===== config.mk =====
export PLATFORM = sky130hd
export DESIGN_NAME = laplacian_conv_ctrl
export DESIGN_NICKNAME = d
export VERILOG_FILES = /design/src/rtl/laplacian_conv_ctrl.sv
export SDC_FILE = /design/constraint.sdc
export NUM_CORES = 1
export LEC_CHECK = 0
export ABC_AREA = 1
export ABC_CLOCK_PERIOD_IN_PS = 1950
export BUFFER_PORTS_ARGS = -buffer_cell sky130_fd_sc_hd__clkbuf_2
export CAP_MARGIN = 10
export CORE_UTILIZATION = 45
export CTS_CLUSTER_DIAMETER = 80
export DETAILED_ROUTE_END_ITERATION = 6
export GPL_TIMING_DRIVEN = 0
export PLACE_DENSITY = 0.69
export SETUP_SLACK_MARGIN = 0.02
export SLEW_MARGIN = 25
export SYNTH_ARGS = -nofsm -noshare
export SYNTH_HDL_FRONTEND = slang
export SYNTH_SLANG_ARGS = --single-unit

===== constraint.sdc =====
create_clock -name clk -period 1.95 [get_ports clk]
set_input_delay 0.4875 -clock clk [delete_from_list [all_inputs] [get_ports clk]]
set_output_delay 0.4875 -clock clk [all_outputs]
set_load 0.1 [all_outputs]

===== src/rtl/laplacian_conv_ctrl.sv =====
// rtl/laplacian_conv_ctrl.sv - raster sequencer and stage-enable pipeline for the 3x3 Laplacian convolution datapath
//
// Walks an IMG_W x IMG_H raster one accepted pixel at a time. It tags each pixel
// that completes a full 3x3 window and shifts that tag through a PIPE_DEPTH+1 bit
// enable pipeline. The pipeline drives the per-stage enables and the result write strobe.
//
// Optional feature macro: LAPLACE_CTRL_PERF_EN (adds the stall_cnt output).
//
// Ports:
//   clk        in   system clock, rising edge
//   rst_n      in   asynchronous active-low reset
//   start      in   frame start pulse, honoured in IDLE only
//   pix_valid  in   pixel at pix_addr is presented this cycle
//   pix_addr   out  raster index of the next pixel to accept
//   rd_en      out  high in RUN; pixel source may present data
//   stage_en   out  per-stage enables, bit 0 = multiply stage
//   wr_en      out  final adder output valid
//   wr_addr    out  result index of the current write
//   busy       out  high in RUN and DRAIN
//   done       out  one-cycle pulse at frame completion
//   stall_cnt  out  (LAPLACE_CTRL_PERF_EN only) RUN cycles without a pixel, saturating

module laplacian_conv_ctrl #(
  parameter int IMG_W      = 28,
  parameter int IMG_H      = 28,
  parameter int ADDR_W     = 10,
  parameter int PIPE_DEPTH = 4
) (
  input  logic                  clk,
  input  logic                  rst_n,
  input  logic                  start,
  input  logic                  pix_valid,
  output logic [ADDR_W-1:0]     pix_addr,
  output logic                  rd_en,
  output logic [PIPE_DEPTH-1:0] stage_en,
  output logic                  wr_en,
  output logic [ADDR_W-1:0]     wr_addr,
  output logic                  busy,
`ifdef LAPLACE_CTRL_PERF_EN
  output logic                  done,
  output logic [15:0]           stall_cnt
`else
  output logic                  done
`endif
);

  localparam int COL_W = $clog2(IMG_W);
  localparam int ROW_W = $clog2(IMG_H);
  localparam logic [COL_W-1:0] COL_LAST = COL_W'(IMG_W - 1);
  localparam logic [ROW_W-1:0] ROW_LAST = ROW_W'(IMG_H - 1);

  typedef enum logic [1:0] {
    S_IDLE  = 2'd0,
    S_RUN   = 2'd1,
    S_DRAIN = 2'd2,
    S_DONE  = 2'd3
  } state_t;

  state_t state;
  state_t state_nxt;

  logic [COL_W-1:0]    col;
  logic [ROW_W-1:0]    row;
  logic [PIPE_DEPTH:0] pipe;   // [PIPE_DEPTH-1:0] = stage enables, [PIPE_DEPTH] = write tap
  logic                accept;
  logic                last_pix;
  logic                win;
  logic                frame_start;

  assign frame_start = (state == S_IDLE) && start;
  assign accept      = (state == S_RUN) && pix_valid;
  assign last_pix    = (row == ROW_LAST) && (col == COL_LAST);
  // A pixel closes a 3x3 window once two full rows and two columns precede it.
  assign win         = (row >= ROW_W'(2)) && (col >= COL_W'(2));

  // State register
  always_ff @(posedge clk or negedge rst_n) begin
    if (!rst_n) begin
      state <= S_IDLE;
    end else begin
      state <= state_nxt;
    end
  end

  // Next-state logic
  always_comb begin
    state_nxt = state;
    case (state)
      S_IDLE:  if (start) state_nxt = S_RUN;
      S_RUN:   if (accept && last_pix) state_nxt = S_DRAIN;
      // The write tap is part of pipe, so the last write has left before DONE.
      S_DRAIN: if (pipe == '0) state_nxt = S_DONE;
      S_DONE:  state_nxt = S_IDLE;
      default: state_nxt = S_IDLE;
    endcase
  end

  // Raster position counters
  always_ff @(posedge clk or negedge rst_n) begin
    if (!rst_n) begin
      pix_addr <= '0;
      col      <= '0;
      row      <= '0;
    end else if (frame_start) begin
      pix_addr <= '0;
      col      <= '0;
      row      <= '0;
    end else if (accept) begin
      // Hold pix_addr and row on the final pixel so they never step past the frame.
      if (!last_pix) begin
        pix_addr <= pix_addr + ADDR_W'(1);
      end
      if (col == COL_LAST) begin
        col <= '0;
        if (!last_pix) begin
          row <= row + ROW_W'(1);
        end
      end else begin
        col <= col + COL_W'(1);
      end
    end
  end

  // Enable pipeline: a zero enters on every non-window or stalled cycle.
  always_ff @(posedge clk or negedge rst_n) begin
    if (!rst_n) begin
      pipe <= '0;
    end else if ((state == S_RUN) || (state == S_DRAIN)) begin
      pipe <= {pipe[PIPE_DEPTH-1:0], accept && win};
    end else begin
      pipe <= '0;
    end
  end

  // Result address advances after each write.
  always_ff @(posedge clk or negedge rst_n) begin
    if (!rst_n) begin
      wr_addr <= '0;
    end else if (frame_start) begin
      wr_addr <= '0;
    end else if (pipe[PIPE_DEPTH]) begin
      wr_addr <= wr_addr + ADDR_W'(1);
    end
  end

`ifdef LAPLACE_CTRL_PERF_EN
  always_ff @(posedge clk or negedge rst_n) begin
    if (!rst_n) begin
      stall_cnt <= '0;
    end else if (frame_start) begin
      stall_cnt <= '0;
    end else if ((state == S_RUN) && !pix_valid && (stall_cnt != 16'hFFFF)) begin
      stall_cnt <= stall_cnt + 16'd1;
    end
  end
`endif

  // All outputs decode registers only; inputs never reach them combinationally.
  assign stage_en = pipe[PIPE_DEPTH-1:0];
  assign wr_en    = pipe[PIPE_DEPTH];
  assign rd_en    = (state == S_RUN);
  assign busy     = (state == S_RUN) || (state == S_DRAIN);
  assign done     = (state == S_DONE);

endmodule


== Word-level counts from Yosys, hierarchy flattened ==
Cells that the tools add are included.

* Latch bits: 0
* Bits of input ports: 4
* Word-level logic and storage cells: 53
* Register bits after elaboration: 37
* Bits in read-only memories: 0
* Output and inout bits: 28
* Memories kept: 0
* Memory bits (writable): 0

* Order comparisons: 2
* Bitwise logic cells: 0
* Add/sub/neg operators: 4
* Div/mod/pow operators: 0
* Reduce and logical (&&, ||, !) cells: 15
* Shift operators: 0
* Multipliers: 0
* Multiplexer cells: 17
* Eq/ne operators: 9

{| class="wikitable"
|+ Operators by type and width
! cell !! count
|-
| 10-bit 2-to-1 mux || 5
|-
| 5-bit 2-to-1 mux || 8
|-
| 10-bit by 1-bit adder with 10-bit output (second input constant) || 2
|-
| 5-bit by 1-bit adder with 5-bit output (second input constant) || 2
|-
| 5-bit == test (second input constant) || 2
|-
| 5-bit by 2-bit >= comparator with 1-bit output (second input constant) || 2
|-
| 2-bit one-hot mux with 4 select lines || 1
|-
| 1-bit logical AND || 6
|-
| 2-bit 2-to-1 mux || 3
|-
| 3-bit AND reduction || 2
|-
| 2-bit nonzero test || 3
|-
| 5-bit logical NOT || 1
|-
| 2-bit == test (second input constant) || 2
|-
| 2-bit by 1-bit != test with 1-bit output (second input constant) || 2
|-
| 2-bit != test (second input constant) || 2
|-
| 2-bit by 1-bit == test with 1-bit output (second input constant) || 1
|-
| 2-bit logical NOT || 1
|-
| 2-bit AND reduction || 1
|-
| 1-bit logical OR || 1
|}

== Longest topological paths before layout ==
Gate-level depths: netlist (run 1).

* Word-level depth: 6
* Depth in mapped cells: 9
* Gate-level depth less buffers: 9

== Least setup slack after synthesis (run 1) ==
No wires, ideal clock.

* Path kind: register to register
* From: register state[1]
* To: register pix_addr[7]
* Path buffers: 0
* Path slack: -0.277 ns
* Cell stages (with the launch flop): 10
* Setup time: 0.123 ns
* Arrival time: 2.104 ns
* Period minus slack after synthesis: 2.227 ns
* Required time: 1.827 ns
* Cells stage by stage: dfrtp_1 -> inv_1 -> ha_1 -> nand2_1 -> inv_1 -> nand2_8 -> nand2_8 -> clkinv_4 -> nand2_1 -> o21ai_2

* Longest elaborated chain between the ends: 4
* Elaborated cells on any way between the ends: 8
* Those cells by class: eq/ne: 2; mux: 1; reduce/logical: 5

{| class="wikitable"
|+ Ends and longest elaborated chain
! item !! line !! source
|-
| from (decl) || 59 || <nowiki>state_t state;</nowiki>
|-
| from (signal assigned) || 81 || <nowiki>state <= state_nxt;</nowiki>
|-
| 2-bit by 1-bit == test with 1-bit output || n/a ||
|-
| net rd_en || 34 || <nowiki>output logic rd_en,</nowiki>
|-
| 1-bit logical AND || 71 || <nowiki>assign accept = (state == S_RUN) && pix_valid;</nowiki>
|-
| 2-bit nonzero test (no line) || n/a ||
|-
| 2-bit AND reduction (no line) || n/a ||
|-
| to (signal assigned) || 111 || <nowiki>pix_addr <= pix_addr + ADDR_W'(1);</nowiki>
|-
| to (decl) || 33 || <nowiki>output logic [ADDR_W-1:0] pix_addr,</nowiki>
|}

The timed path passes the listed nets, and every way through them passes these cells.
A chain may end at the register's enable or synchronous reset.

== Final worst setup path (run 1) ==
* From: register state[1]
* To: output port rd_en

* Longest elaborated chain between the ends: 1

{| class="wikitable"
|+ Ends and longest elaborated chain
! item !! line !! source
|-
| 2-bit by 1-bit == test with 1-bit output || 161 || <nowiki>assign rd_en = (state == S_RUN);</nowiki>
|-
| to (decl) || 34 ||
|}

Every way passes these cells.

==> flow_summary_export.csv, run 1 <==
group,metric,value,unit
status,status,"complete, but fails checks",
status,violations,"DRC",
drt,wl_met1,2.10,mm
clock_network,clk_latency,0.29,ns
clock_network,ctsHoldBuffers,0,
worst_setup_path,path_cells,"inv_1, ha_2, buf_4",
global_route,grt_pass1_wl,7.39,mm
drt,routedWlPerCell,11.8,µm
placed_design,placed_cell_area,0.00237,mm²
global_route,antenna_found_initial,0,
global_route,grt_pass1_vias,1674,
synth,ys_ff_latch,37,
synth,syn_area,0.00215,mm²
drt,antenna_left,0,
drt,first_pass_iters,6,
sta,max_slew.worst_pin.slew,0.824,ns
sta,finalClockSkew,0.00315,ns
finish,layout-drive-gt1-share,18.2,%
sta,relSlewSlack,45.0,%
run,cap_violations,0,
sta,max_freq,544,MHz
drt,num_vias,1830,
worst_setup_path,crit_required,1.46,ns
sta,tns,0,ns
clock_network,clkTransAtPathRegs,0.07,ns
worst_setup_path,critPathSlowestCell,"dfrtp_1",
worst_setup_path,cp-start-kind,"register",
sta,slew_violations,0,
placed_design,gp_congestion,0.895,
floorplan,io_pins,32,
placed_design,portBuffers,31,
clock_network,cts_tree,"built",
synth,synthTopCellsByArea,"dfrtp_1, nand2_1, inv_1, nand3_1, ha_1",
worst_setup_path,path_max_fanout,4,
synth,syn_nets,289,
power_and_ir_drop,power,2830,µW
clock_network,numCtsBuffers,5,
worst_setup_path,cp-end-kind,"output pin",
sta,period_needed,1.84,ns
drt,wl_met3,142,µm
synth,yosysTopAreaCell,"dfrtp_1",
clock_network,cts.sinks,37,
worst_hold_path,hp-class,"primary input to asynchronous set/reset pin",
floorplan,die_x,71.1,µm
clock_network,htreeDepth,2,
power_and_ir_drop,ir_worst_vdd,0.947,mV
synth,ys.flop_type,"dfrtp_1",
drt,drt_iter0_drc,106,
drt,drc_errors,3,
floorplan,dieArea,0.00506,mm²
drt,wl_met2,1.98,mm
floorplan,die_y,71.1,µm
finish,n_antenna_cell,0,
finish,n_fill_cell,419,
synth,synth_most_common_cell,"nand2_1",
placed_design,place_ws,0.0942,ns
clock_network,cts_setup_buffers,0,
synth,ys_warn_count,0,
worst_setup_path,slowest_delay,0.41,ns
finish,fin_area,0.00249,mm²
synth,netlist_instances,275,
finish,stdcell_count,365,
global_route,grt_max_degree,38,
power_and_ir_drop,p_per_area,1140,mW/mm²
sta,hold_violations,0,
synth,ys_types,32,
drt,viasPerCell,5.01,
synth,synth_top_area_share,43.1,%
placed_design,dpl.hpwl,3.08,mm
drt,maxUsedRoutingLayer,"met4",
clock_network,ctsRootBufferMaster,"clkbuf_8",
synth,synth_commonest_cells,"nand2_1, inv_1, dfrtp_1",
floorplan,initial_core_util,48.0,%
clock_network,clk_path_buf_depth,2,
worst_setup_path,path_class,"register to output pin",
power_and_ir_drop,leakagePower,0.00139,µW
worst_setup_path,arrival,1.35,ns
floorplan,core,0.00447,mm²
sta,worst_slack,0.111,ns
synth,syn_area_per_cell,7.82,µm²
drt,wl,4.29,mm
synth,synth_edf_count,0,
synth,synth-seq-area-share,43.1,%
floorplan,row_count,24,
synth,synthArstFlopShare,100,%
worst_setup_path,crit_buf_inv,2,
global_route,grt_usage,18.7,%
worst_setup_path,path_delay_family,"buffers and inverters",
global_route,overflow,0,
finish,syn2layout_area_growth,16.0,%
sta,timing.final.crit_share,94.3,%
sta,finalSetupViolations,0,
finish,fin_nets,327,
sta,rsz0062_at_grt,"no",
placed_design,placed_cells,358,
[layout by cell type (no fill, tap or decap), types with 2 or more instances in the layout]
| cell type | n |
|---|---|
| nor2_2 | 3 |
| clkbuf_2 | 28 |
| a21oi_1 | 9 |
| or2_2 | 2 |
| nand2_4 | 3 |
| o21bai_1 | 2 |
| nor3_1 | 10 |
| clkbuf_8 | 6 |
| xnor2_1 | 3 |
| ha_1 | 8 |
| nand2_1 | 75 |
| dfrtp_1 | 37 |
| o21ai_1 | 2 |
| nand2_8 | 2 |
| nand3_1 | 28 |
| o21ai_2 | 2 |
| o21ai_0 | 3 |
| inv_1 | 41 |
| xor2_1 | 3 |
| nor2_1 | 22 |
| nand4_1 | 5 |
| buf_2 | 2 |
[what timing repair did]
| action | CTS | global route |
|---|---|---|
| gates resized for setup | 5 | 2 |
| cloned | 0 | 0 |
| endpoints found under the setup margin | 2 | 1 |
[worst register-to-register path, stage by stage (launching register included)]
cell and delay (ns):
dfrtp_1 0.39, inv_1 0.11, ha_4 0.19, nand2_4 0.15
inv_2 0.12, nor2_2 0.18, nand3_1 0.14, or2_1 0.22
nand2_1 0.06
[power breakdown]
group | total, µW | switching, µW | internal [µW]
clock network | 541 | 260 | 280
logic | 1370 | 982 | 386
registers | 924 | 78.9 | 845
total | 2830 | 1320 | 1510
[worst paths after layout]
path | depth (start not counted) | startpoint | endpoint | slack, ns
worst max-delay path | 3 | state[1]$_DFFE_PN0P_ | rd_en | 0.11
worst min-delay path | 1 | rst_n | wr_addr[6]$_DFFE_PN0P_ | 0.29
worst max register to register | 8 | state[0]$_DFFE_PN0P_ | row[1]$_DFFE_PN0P_ | 0.34
worst min register to register | 2 | pipe[3]$_DFF_PN0_ | pipe[4]$_DFF_PN0_ | 0.50
max in group asynchronous | 1 | rst_n | row[1]$_DFFE_PN0P_ | 1.14
min in group clk | 2 | pipe[3]$_DFF_PN0_ | pipe[4]$_DFF_PN0_ | 0.50
[routing by layer]
layer,global-route usage [%],vias up
met5,0,-
met4,6.22,0
met3,4.27,7
met2,32.4,43
met1,23.1,829
li1,-,951
[through the flow]
step / hold WS [ns] / utilization, %
floorplan: 0.192 / -
global placement: 0.472 / 53.0
detailed placement: 0.483 / 53.0
CTS: 0.364 / 55.5
global route: 0.371 / 55.7
finish: 0.293 / 55.7
[layout make-up]
type / count / area [µm²] / share of cell area [%]
multi-input combinational: 194 / 1070 / 42.8
sequential: 37 / 926 / 37.1
timing repair buffer: 31 / 178 / 7.12
inverter: 43 / 166 / 6.67
clock buffer: 7 / 86.3 / 3.46
tap: 52 / 65.1 / 2.61
buffer: 1 / 5.00 / 0.201
[state kept, by name, summed over array words and instances, names as in the netlist]
name      cells
pix_addr     10
state         2
col           5
pipe          5
wr_addr      10
row           5
[cell families after synthesis]
group,after synthesis,share of synthesized area [%]
flip-flops,37,43.1
XOR/XNOR,6,2.45
AND/OR/NAND/NOR,157,34.9
adder cells (fa/ha/maj),10,5.82
buffers and inverters,44,7.97
AO/OA/AOI/OAI,21,5.76
(Power assumes the default switching activity.)
==> run 2, diff against run 1 <==
--- a/config.mk
+++ b/config.mk
@@ -9,11 +9,11 @@
 export ABC_CLOCK_PERIOD_IN_PS = 1950
 export BUFFER_PORTS_ARGS = -buffer_cell sky130_fd_sc_hd__clkbuf_2
 export CAP_MARGIN = 10
-export CORE_UTILIZATION = 45
+export CORE_UTILIZATION = 35
 export CTS_CLUSTER_DIAMETER = 80
 export DETAILED_ROUTE_END_ITERATION = 6
 export GPL_TIMING_DRIVEN = 0
-export PLACE_DENSITY = 0.69
+export PLACE_DENSITY = 0.57
 export SETUP_SLACK_MARGIN = 0.02
 export SLEW_MARGIN = 25
 export SYNTH_ARGS = -nofsm -noshare
==> flow_summary_export.csv, run 2 (synthesis gave the netlist of run 1 again) <==
group,metric,value,unit
status,status,"finished clean",
clock_network,htreeDepth,2,
finish,fin_nets,327,
finish,syn2layout_area_growth,17.3,%
drt,routedWlPerCell,11.3,µm
run,cap_violations,0,
finish,final_cell_mix,"nand2_1, inv_1, dfrtp_1",
finish,regArea,926,µm²
finish,n_antenna_cell,0,
clock_network,clk_path_buf_depth,2,
worst_setup_path,crit_required,1.46,ns
floorplan,dieArea,0.00646,mm²
drt,wl,4.38,mm
clock_network,numCtsBuffers,5,
floorplan,core,0.00592,mm²
placed_design,portBuffers,31,
finish,multi_input_area,0.00107,mm²
floorplan,initial_core_util,36.3,%
worst_hold_path,hp-class,"primary input to asynchronous set/reset pin",
sta,worst_slack,0.0944,ns
drt,viasPerCell,4.68,
floorplan,die_x,80.4,µm
sta,max_freq,539,MHz
clock_network,cts.sinks,37,
sta,slew_violations,0,
placed_design,gp_congestion,0.775,
sta,hold_violations,0,
worst_setup_path,path_class,"register to output pin",
drt,num_vias,1815,
clock_network,cts_tree,"built",
global_route,grt_pass1_wl,7.57,mm
sta,relSlewSlack,44.0,%
placed_design,place_ws,0.0822,ns
worst_setup_path,slowest_delay,0.41,ns
global_route,grt_max_degree,38,
power_and_ir_drop,leakagePower,0.00139,µW
finish,largestRegisters,"pix_addr: 10 flops, wr_addr: 10 flops",
sta,period_needed,1.86,ns
global_route,grt_usage,15.3,%
power_and_ir_drop,ir_worst_vdd,0.659,mV
floorplan,io_pins,32,
finish,layout-drive-gt1-share,18.2,%
drt,first_pass_iters,4,
worst_setup_path,critPathSlowestCell,"dfrtp_1",
global_route,grt_pass1_vias,1660,
drt,antenna_left,0,
clock_network,clkTransAtPathRegs,0.07,ns
clock_network,clk_latency,0.28,ns
clock_network,ctsRootBufferMaster,"clkbuf_8",
worst_setup_path,path_max_fanout,4,
floorplan,die_y,80.4,µm
floorplan,row_count,28,
clock_network,cts_resized,5,
sta,max_slew.worst_pin.slew,0.839,ns
power_and_ir_drop,p_per_area,1120,mW/mm²
drt,drc_errors,0,
global_route,overflow,0,
clock_network,cts_setup_buffers,0,
drt,drt_iter0_drc,64,
clock_network,ctsHoldBuffers,0,
sta,rsz0062_at_grt,"no",
global_route,antenna_found_initial,0,
worst_setup_path,path_cells,"inv_1, ha_2, clkbuf_4",
worst_setup_path,arrival,1.37,ns
sta,timing.final.crit_share,95.2,%
placed_design,dpl.hpwl,3.20,mm
sta,finalSetupViolations,0,
worst_setup_path,cp-start-kind,"register",
finish,final_common_cell,"nand2_1",
finish,n_fill_cell,625,
worst_setup_path,cp-end-kind,"output pin",
sta,finalClockSkew,0.00881,ns
sta,tns,0,ns
## run 2: power breakdown
group	switching, µW	total [µW]	internal (µW)
clock network	264	544	281
registers	78.8	924	845
logic	965	1350	381
total	1310	2810	1510
## run 2: path summary, 6_finish.rpt
| kind | cells past startpoint | slack, ns | end | startpoint |
|---|---|---|---|---|
| worst max register to register | 8 | 0.33 | row[1]$_DFFE_PN0P_ | state[0]$_DFFE_PN0P_ |
| worst max-delay path | 3 | 0.09 | rd_en | state[1]$_DFFE_PN0P_ |
| min in group clk | 2 | 0.50 | pipe[4]$_DFF_PN0_ | pipe[3]$_DFF_PN0_ |
| worst min-delay path | 1 | 0.30 | wr_addr[6]$_DFFE_PN0P_ | rst_n |
| max in group asynchronous | 1 | 1.12 | row[0]$_DFFE_PN0P_ | rst_n |
| worst min register to register | 2 | 0.50 | pipe[4]$_DFF_PN0_ | pipe[3]$_DFF_PN0_ |
## run 2: final cells by class
class,instances,area share (%)
repair buffers,31,7.04
well taps,75,3.72
clock buffers,7,3.42
inverters,43,6.60
flip-flops and latches,37,36.7
plain buffers,1,0.198
multi-input cells,194,42.3
## run 2: metrics by stage
stage | instance area (µm²) | power [µW] | instances | util, % | hold slack (ns)
after floorplan | 2150 | 1940 | 275 | - | 0.192
after global routing | 2520 | 3000 | 388 | 42.6 | 0.380
final | 2520 | 2810 | 388 | 42.6 | 0.304
after detailed placement | 2400 | 2160 | 381 | 40.6 | 0.483
after global placement | 2400 | 2150 | 381 | 40.6 | 0.476
after CTS | 2510 | 2820 | 388 | 42.4 | 0.383
## run 2: worst max-delay path, delay by kind of cell (launching register included)
family     cells  cell delay, ns
buf+inv        2            0.46
fa+ha+maj      1            0.22
flops          1            0.41
## run 2: routing by layer
layer,share of wire (%),GRT usage [%],routed length (µm)
met1,51,20.6,2240
met2,45,23.7,1970
met3,2.6,3.75,113
met4,1.3,5.36,57
met5,0,0,0
==> run 3, diff against run 2 <==
--- a/config.mk
+++ b/config.mk
@@ -5,7 +5,6 @@
 export SDC_FILE = /design/constraint.sdc
 export NUM_CORES = 1
 export LEC_CHECK = 0
-export ABC_AREA = 1
 export ABC_CLOCK_PERIOD_IN_PS = 1950
 export BUFFER_PORTS_ARGS = -buffer_cell sky130_fd_sc_hd__clkbuf_2
 export CAP_MARGIN = 10
@@ -13,7 +12,8 @@
 export CTS_CLUSTER_DIAMETER = 80
 export DETAILED_ROUTE_END_ITERATION = 6
 export GPL_TIMING_DRIVEN = 0
-export PLACE_DENSITY = 0.57
+export MAX_ROUTING_LAYER = met4
+export PLACE_DENSITY = 0.58
 export SETUP_SLACK_MARGIN = 0.02
 export SLEW_MARGIN = 25
 export SYNTH_ARGS = -nofsm -noshare
==> flow_summary_export.csv, run 3 <==
group,metric,value,unit
floorplan,die_y,75.6,µm
synth,syn_nets,199,
global_route,overflow,0,
global_route,antenna_found_initial,0,
worst_setup_path,cp-start-kind,"register",
sta,max_slew.worst_pin.slew,0.808,ns
sta,hold_violations,0,
synth,synth_top_area_share,48.8,%
global_route,grt_pass1_wl,6.12,mm
sta,hold_slack,0.278,ns
worst_setup_path,crit_required,1.46,ns
finish,syn2layout_area_growth,23.5,%
drt,drt_iter0_drc,48,
drt,routedWlPerCell,12.7,µm
synth,synth_edf_count,0,
synth,synth-seq-area-share,48.8,%
drt,first_pass_iters,4,
placed_design,gp_congestion,0.777,
drt,antenna_left,0,
sta,rsz0062_at_grt,"no",
global_route,grtUsageMet1,17.8,%
power_and_ir_drop,power,2630,µW
sta,finalClockSkew,0.00620,ns
synth,synthTopCellsByArea,"dfrtp_1, xor2_1, ha_1, nor2_1, and2_1",
synth,synth_commonest_cells,"dfrtp_1, nor2_1, xor2_1",
status,status,"finished clean",
clock_network,clkTransAtPathRegs,0.07,ns
finish,largestRegisters,"pix_addr: 10 flops, wr_addr: 10 flops",
clock_network,ctsHoldBuffers,0,
finish,layout-drive-gt1-share,24.3,%
synth,yosysTopAreaCell,"dfrtp_1",
finish,regArea,928,µm²
floorplan,dieArea,0.00572,mm²
sta,tns,0,ns
synth,ys_warn_count,0,
power_and_ir_drop,ir_worst_vdd,0.771,mV
clock_network,cts.sinks,37,
global_route,globalRouteMet3Util,5.16,%
power_and_ir_drop,p_per_area,1120,mW/mm²
clock_network,ctsRootBufferMaster,"clkbuf_8",
synth,ys_ff_latch,37,
floorplan,die_x,75.6,µm
finish,final_common_cell,"dfrtp_1",
worst_setup_path,slowest_delay,0.41,ns
floorplan,core,0.00517,mm²
synth,synth_most_common_cell,"dfrtp_1",
drt,viasPerCell,4.84,
finish,fin_nets,243,
worst_setup_path,path_class,"register to output pin",
finish,final_util,45.3,%
worst_setup_path,arrival,1.38,ns
worst_setup_path,path_cells,"inv_1, ha_4, clkbuf_4",
sta,period_needed,1.87,ns
synth,syn_area_per_cell,10.3,µm²
drt,num_vias,1453,
global_route,grt_usage,15.2,%
worst_setup_path,cp-end-kind,"output pin",
drt,wl,3.82,mm
sta,finalSetupViolations,0,
worst_setup_path,critPathSlowestCell,"dfrtp_1",
synth,ys_types,33,
drt,drc_errors,0,
run,cap_violations,0,
finish,n_antenna_cell,0,
sta,slew_violations,0,
worst_hold_path,hp-class,"primary input to asynchronous set/reset pin",
placed_design,placed_cell_area,0.00215,mm²
finish,fin_area,0.00234,mm²
sta,timing.final.crit_share,96.0,%
synth,synthArstFlopShare,100,%
clock_network,numCtsBuffers,5,
power_and_ir_drop,leakagePower,0.00122,µW
placed_design,dpl.hpwl,2.65,mm
global_route,grt_max_degree,38,
synth,ys.flop_type,"dfrtp_1",
finish,n_fill_cell,504,
sta,relSlewSlack,46.2,%
floorplan,initial_core_util,36.7,%
finish,multi_input_area,971,µm²
clock_network,clk_path_buf_depth,2,
placed_design,portBuffers,31,
global_route,gr-max-usage-layer,"met2",
global_route,grt_pass1_vias,1317,
finish,final_cell_mix,"dfrtp_1, nor2_1, clkbuf_2",
worst_setup_path,path_max_fanout,6,
floorplan,row_count,26,
synth,syn_area,0.00190,mm²
clock_network,htreeDepth,2,
sta,max_freq,534,MHz
clock_network,clk_latency,0.29,ns
clock_network,cts_tree,"built",
synth,netlist_instances,185,
floorplan,io_pins,32,
global_route,met2_usage,24.5,%
-- run 3: cell types whose count changed after synthesis, sizes merged, moves of 5 or more --
cell | before | now
nand2 | 81 | 8
inv | 42 | 6
nand3 | 28 | 7
xor2 | 3 | 15
and2 | 0 | 9
nor3 | 11 | 5
o211ai | 0 | 5
-- run 3: final cells by class --
| type | instances | share of cell area [%] |
|---|---|---|
| clock inverters | 2 | 0.427 |
| multi-input cells | 136 | 41.5 |
| plain buffers | 6 | 1.18 |
| repair buffers | 37 | 9.51 |
| well taps | 70 | 3.74 |
| inverters | 6 | 0.962 |
| flip-flops and latches | 37 | 39.6 |
| clock buffers | 6 | 3.10 |
-- run 3: logic make-up (layout without fill, tap and decap cells) --
| kind of cell | Yosys count | count (layout) | synth area share [%] |
|---|---|---|---|
| simple gates | 80 | 80 | 23.1 |
| compound gates | 25 | 25 | 9.04 |
| flops | 37 | 37 | 48.8 |
| buf+inv | 12 | 57 | 2.51 |
| xor+xnor | 18 | 18 | 8.31 |
| mux | 3 | 3 | 1.65 |
| fa+ha+maj | 10 | 10 | 6.60 |
-- run 3: what timing repair did --
item | in CTS | in global routing
pin swaps | 0 | 0
setup buffers | 0 | 6
gates resized for setup | 8 | 3
setup endpoints to repair | 3 | 4
-- run 3: power by group --
group / leakage [µW] / internal, µW / switching, µW / total (µW)
logic: 0.000674 / 374 / 829 / 1200
registers: 0.000506 / 840 / 70.2 / 910
clock network: 0.0000450 / 247 / 267 / 514
total: 0.00122 / 1460 / 1170 / 2630
-- run 3: worst max-delay path, delay by kind of cell, from the launching register on --
kind                       cells  cell delay [ns]
buffers and inverters          2             0.48
DFF                            1             0.41
adders and majority gates      1             0.20
-- run 3: worst paths after layout --
check	start	to	slack, ns	cells after the start
min reg2reg	pipe[1]$_DFF_PN0_	pipe[2]$_DFF_PN0_	0.51	1
max	state[1]$_DFFE_PN0P_	rd_en	0.08	3
min	rst_n	pipe[3]$_DFF_PN0_	0.28	1
max in group asynchronous	rst_n	pix_addr[0]$_DFFE_PN0P_	1.10	1
min in group clk	pipe[1]$_DFF_PN0_	pipe[2]$_DFF_PN0_	0.51	1
max reg2reg	state[1]$_DFFE_PN0P_	pix_addr[5]$_DFFE_PN0P_	0.18	7
-- run 3: per-stage QoR --
stage,std cells,worst slack (ns)
6_report,300,0.0784
2_1_floorplan,185,0.0319
5_1_grt,300,0.0202
3_3_place_gp,286,0.00235
3_5_place_dp,286,0.00359
4_1_cts,294,0.0263
-- run 3: per-layer routing --
metal  part of all wire, %  vias up
li1                      -      738
met1                    47      688
met2                    48       20
met3                   3.5        7
met4                   1.4        0
met5                     0        -
